==> src/rtl/pc_fetch_unit.sv <==
// pc_fetch_unit: program-counter register and instruction-fetch sequencer.
// It holds pc and fetches the word at pc over a req/ack handshake. It latches
// the fetched word for decode, then loads next_addr from the branch/jump logic.
// The unit also handles stall and HALT/resume.
//
// Optional feature: define PC_BRKPT_EN to add an address breakpoint
// (ports brk_en, brk_addr, brk_hit).
//
// Handshake: imem_req rises in FETCH and stays high, with imem_addr = pc held
// stable, until a cycle in which imem_ack is high. A transfer occurs on any
// posedge where imem_req && imem_ack. imem_data is taken only in that cycle.
// An ack outside FETCH is ignored.
module pc_fetch_unit #(
  parameter int unsigned ADDR_W   = 8,
  parameter int unsigned INSTR_W  = 16,
  parameter logic [5:0]  HALT_OP  = 6'b111111,
  parameter logic [ADDR_W-1:0] RESET_PC = 8'h00
) (
  input  logic               clk,
  input  logic               rst,
  input  logic [ADDR_W-1:0]  next_addr,
  input  logic               stall,
  input  logic               resume,
  output logic               imem_req,
  output logic [ADDR_W-1:0]  imem_addr,
  input  logic               imem_ack,
  input  logic [INSTR_W-1:0] imem_data,
  output logic [ADDR_W-1:0]  pc,
  output logic [INSTR_W-1:0] instr,
  output logic [4:0]         op,
  output logic               instr_vld,
  output logic               halted,
`ifdef PC_BRKPT_EN
  input  logic               brk_en,
  input  logic [ADDR_W-1:0]  brk_addr,
  output logic               brk_hit,
`endif
  output logic [1:0]         dbg_state
);

  typedef enum logic [1:0] {
    S_BOOT  = 2'd0,
    S_FETCH = 2'd1,
    S_EXEC  = 2'd2,
    S_HALT  = 2'd3
  } state_t;

  state_t               state_q, state_d;
  logic [ADDR_W-1:0]    pc_q, pc_d;
  logic [INSTR_W-1:0]   instr_q, instr_d;
  logic                 vld_q, vld_d;
  logic                 req_c;
  logic [5:0]           opcode;

`ifdef PC_BRKPT_EN
  logic brk_hit_q, brk_hit_d;
  // Set when resuming from a breakpoint so the refetch of brk_addr is let through once.
  logic bypass_q, bypass_d;
  logic brk_match;
  assign brk_match = brk_en && (pc_q == brk_addr) && !bypass_q;
  assign brk_hit   = brk_hit_q;
`endif

  assign opcode = instr_q[INSTR_W-1 -: 6];

  // State and datapath registers; reset abandons any outstanding fetch.
  always_ff @(posedge clk or posedge rst) begin
    if (rst) begin
      state_q <= S_BOOT;
      pc_q    <= RESET_PC;
      instr_q <= '0;
      vld_q   <= 1'b0;
`ifdef PC_BRKPT_EN
      brk_hit_q <= 1'b0;
      bypass_q  <= 1'b0;
`endif
    end else begin
      state_q <= state_d;
      pc_q    <= pc_d;
      instr_q <= instr_d;
      vld_q   <= vld_d;
`ifdef PC_BRKPT_EN
      brk_hit_q <= brk_hit_d;
      bypass_q  <= bypass_d;
`endif
    end
  end

  // Next-state, pc/instr update and fetch request.
  always_comb begin
    state_d = state_q;
    pc_d    = pc_q;
    instr_d = instr_q;
    vld_d   = 1'b0;
    req_c   = 1'b0;
`ifdef PC_BRKPT_EN
    brk_hit_d = brk_hit_q;
    bypass_d  = bypass_q;
`endif
    case (state_q)
      S_BOOT: begin
        state_d = S_FETCH;
      end
      S_FETCH: begin
`ifdef PC_BRKPT_EN
        if (brk_match) begin
          state_d   = S_HALT;
          brk_hit_d = 1'b1;
        end else begin
          req_c = 1'b1;
          if (imem_ack) begin
            instr_d  = imem_data;
            vld_d    = 1'b1;
            bypass_d = 1'b0;
            state_d  = S_EXEC;
          end
        end
`else
        req_c = 1'b1;
        if (imem_ack) begin
          instr_d = imem_data;
          vld_d   = 1'b1;
          state_d = S_EXEC;
        end
`endif
      end
      S_EXEC: begin
        // HALT takes priority over stall.
        if (opcode == HALT_OP) begin
          state_d = S_HALT;
        end else if (!stall) begin
          pc_d    = next_addr;
          state_d = S_FETCH;
        end
      end
      S_HALT: begin
        if (resume) begin
          state_d = S_FETCH;
`ifdef PC_BRKPT_EN
          if (brk_hit_q) begin
            brk_hit_d = 1'b0;
            bypass_d  = 1'b1;
          end else begin
            pc_d = pc_q + ADDR_W'(1);
          end
`else
          pc_d = pc_q + ADDR_W'(1);
`endif
        end
      end
      default: begin
        state_d = S_BOOT;
      end
    endcase
  end

  assign imem_req  = req_c;
  assign imem_addr = pc_q;
  assign pc        = pc_q;
  assign instr     = instr_q;
  assign op        = instr_q[INSTR_W-1 -: 5];
  assign instr_vld = vld_q;
  assign halted    = (state_q == S_HALT);
  assign dbg_state = state_q;

endmodule

==> config.mk <==
export PLATFORM = sky130hd
export DESIGN_NAME = pc_fetch_unit
export DESIGN_NICKNAME = d
export VERILOG_FILES = /design/src/rtl/pc_fetch_unit.sv
export SDC_FILE = /design/constraint.sdc
export NUM_CORES = 1
export LEC_CHECK = 0
export CAP_MARGIN = 20
export CORE_UTILIZATION = 40
export DETAILED_ROUTE_END_ITERATION = 6
export GPL_ROUTABILITY_DRIVEN = 0
export PLACE_DENSITY = 0.85
export SYNTH_ARGS = -nofsm -noshare
export SYNTH_HDL_FRONTEND = slang
export SYNTH_SLANG_ARGS = --single-unit
export TNS_END_PERCENT = 30
==> constraint.sdc <==
create_clock -name clk -period 2.15 [get_ports clk]
set_input_delay 0.5375 -clock clk [delete_from_list [all_inputs] [get_ports clk]]
set_output_delay 0.5375 -clock clk [all_outputs]
set_load 0.05 [all_outputs]
==> reports/qor.json <==
{
  "status": "finished clean",
  "syn_to_final_growth_pct": 53.4,
  "slew-limit-headroom_pct": 65.3,
  "post_cts.resized_instances": 9,
  "min_period_over_period_pct": 96.9,
  "grt_util_met3_pct": 4.20,
  "worstHoldEndpoint": "instr[9]",
  "finalSetupTns_ns": 0,
  "critical_path_peak_fanout": 4,
  "remaining_drc_errors": 0,
  "post_drt_via_cell_ratio": 5.06,
  "deepest_level_of_the_cts_h_tree": 1,
  "fin_nets": 218,
  "synthDominantCellAreaShare_pct": 47.8,
  "postSynthNetCount": 156,
  "cts.path.max_buffers": 2,
  "wl_um": 3160,
  "yosysWarningCount": 0,
  "netlist_instances": 122,
  "cell_row_count": 21,
  "timing.critical_path.slowest_stage_cell": "clkdlybuf4s50_1",
  "yosysSeqAreaShare_pct": 47.8,
  "fin_crit_ns": 2.08,
  "cts_buffers": 3,
  "grt_max_degree": 28,
  "worst_pin_slew_ns": 0.519,
  "n_antenna_cell": 0,
  "die_w_um": 61.4,
  "yosys-top-cells-count": "dfrtp_1, mux2_2, buf_4",
  "unrepaired_setup_endpoints_after_global_routing": "false",
  "first_global_vias": 1149,
  "end_kind": "output port",
  "drt_first_iter_violations": 76,
  "grt_overflow_total": 0,
  "clkLatencyLatePin_ns": 0.32,
  "hpwlAfterDp_um": 2410,
  "path_clk_slew_ns": 0.15,
  "critical_path.reg2reg.endpoint": "imem_addr[0]",
  "worst-endpoint-arrival_ns": 1.55,
  "num_vias": 1159,
  "ctsHoldBuffers": 0,
  "hold_path.class": "reg -> reg",
  "drt_pass1_iterations": 4,
  "synth_top_cell_by_area": "dfrtp_1",
  "clock-root-buffer": "clkbuf_4",
  "die_area_um2": 3770,
  "post_drt_wl_per_cell_um": 13.8,
  "cts_tree": "built",
  "criticalPathCategory": "reg -> out",
  "fin_worst_skew_ns": 0.00935,
  "yosys_register_bits": 27,
  "die_h_um": 61.4,
  "post_dp_area_um2": 2100,
  "worstPathCellList": "clkdlybuf4s50_1",
  "floorplan.initialDensity_pct": 42.0,
  "finalInstanceArea_um2": 2170,
  "synth-edff-count": 0,
  "fp.coreArea_um2": 3360,
  "yosys.cell_types.count": 27,
  "synth.top_cells.by_area": "dfrtp_1, mux2_2, buf_4",
  "worst_r2r_startpoint": "dbg_state[0]",
  "maxCapViolations": 0,
  "pin_count": 71,
  "syn_area_um2": 1410,
  "setup-violations-final": 0,
  "drive_above_1_share_pct": 18.0,
  "max_slew_violation_count": 0,
  "final_antenna_net_count": 0,
  "cp_top_family": "buffers and inverters",
  "synth_most_common_cell": "dfrtp_1",
  "cts_sinks": 27,
  "top_usage_layer": "met2",
  "cp_slowest_stage_delay_ns": 0.83,
  "worst_hold_startpoint": "instr[9]",
  "fmax_ghz": 0.480,
  "grt_antenna_before_repair": 0,
  "ys_async_sr_fraction_pct": 100,
  "hold_viol_final": 0,
  "rrSetupSlack_ns": 0.39,
  "avgSynthCellArea_um2": 11.6,
  "reg2reg_depth": 4,
  "io_buffers": 70,
  "path_buf_inv": 1,
  "grt_pass1_wl_um": 4960,
  "groute.layer.met1.usage_pct": 21.6,
  "grt_use_met2_pct": 32.8,
  "synth_ff_type": "dfrtp_1",
  "global_route_usage_over_all_layers_pct": 17.8,
  "post_cts_setup_repair_bufs": 0,
  "whs_path_depth": 1,
  "crit_required_ns": 1.61,
  "critical_path.startpoint_type": "flop"
}
-- cell families after synthesis --
logic type      Yosys count  share of synthesized area [%]
simple gates             29                           11.1
compound gates           20                           11.4
flops                    27                           47.8
buf+inv                  21                           9.48
fa+ha+maj                 5                           4.43
mux                      20                           15.8
-- stage by stage --
stage / setup slack (ns) / util [%] / hold WS, ns / std cells
2_1_floorplan: 0.0955 / - / 0.590 / 122
3_3_place_gp: 0.298 / 62.5 / 0.488 / 225
3_5_place_dp: 0.261 / 62.5 / 0.493 / 225
4_1_cts: 0.00253 / 63.1 / 0.527 / 229
5_1_grt: 0.00236 / 64.4 / 0.551 / 229
6_report: 0.0658 / 64.4 / 0.525 / 229
-- per-layer routing --
layer,vias to the layer above,wire length (µm)
li1,548,-
met1,548,1270
met2,61,1600
met3,2,275
met4,0,10
met5,-,0
-- state kept, by name, indices dropped and copies added (netlist names) --
| register | flops |
|---|---|
| instr_vld | 1 |
| dbg_state | 2 |
| instr | 16 |
| imem_addr | 8 |
-- placed cells by master (no fill, tap or decap), types with 3 or more instances in the layout --
master,count
a211oi_1,4
a2bb2oi_1,6
buf_4,3
clkbuf_4,3
clkdlybuf4s50_1,41
dfrtp_1,27
dlygate4sd2_1,9
dlymetal6s2s_1,18
ha_1,3
inv_1,5
mux2_2,18
nand2_1,9
nand3_1,5
nor2b_1,3
o21ai_0,3
o22ai_1,3
-- area by class of cell --
type | count | area, µm²
multi-input combinational | 74 | 608
clock inverter | 1 | 7.51
tap | 46 | 57.6
sequential | 27 | 676
fill | 293 | 1200
timing repair buffer | 73 | 777
clock buffer | 3 | 22.5
inverter | 5 | 18.8
-- worst max-delay path by stage --
stage	startpoint	end	slack (ns)	cells after the start
2_1_floorplan	dbg_state[1]	instr[0]	0.1	5
3_3_place_gp	resume	imem_addr[0]	0.30	5
3_5_place_dp	resume	imem_addr[0]	0.26	5
4_1_cts	imem_addr[2]	imem_addr[2]	0.003	1
5_1_grt	instr[12]	instr[12]	0.002	1
6_report	instr[12]	instr[12]	0.07	1
Power is not shown: default switching activity piles up to over one toggle a cycle in this logic, so the estimate is an artifact.
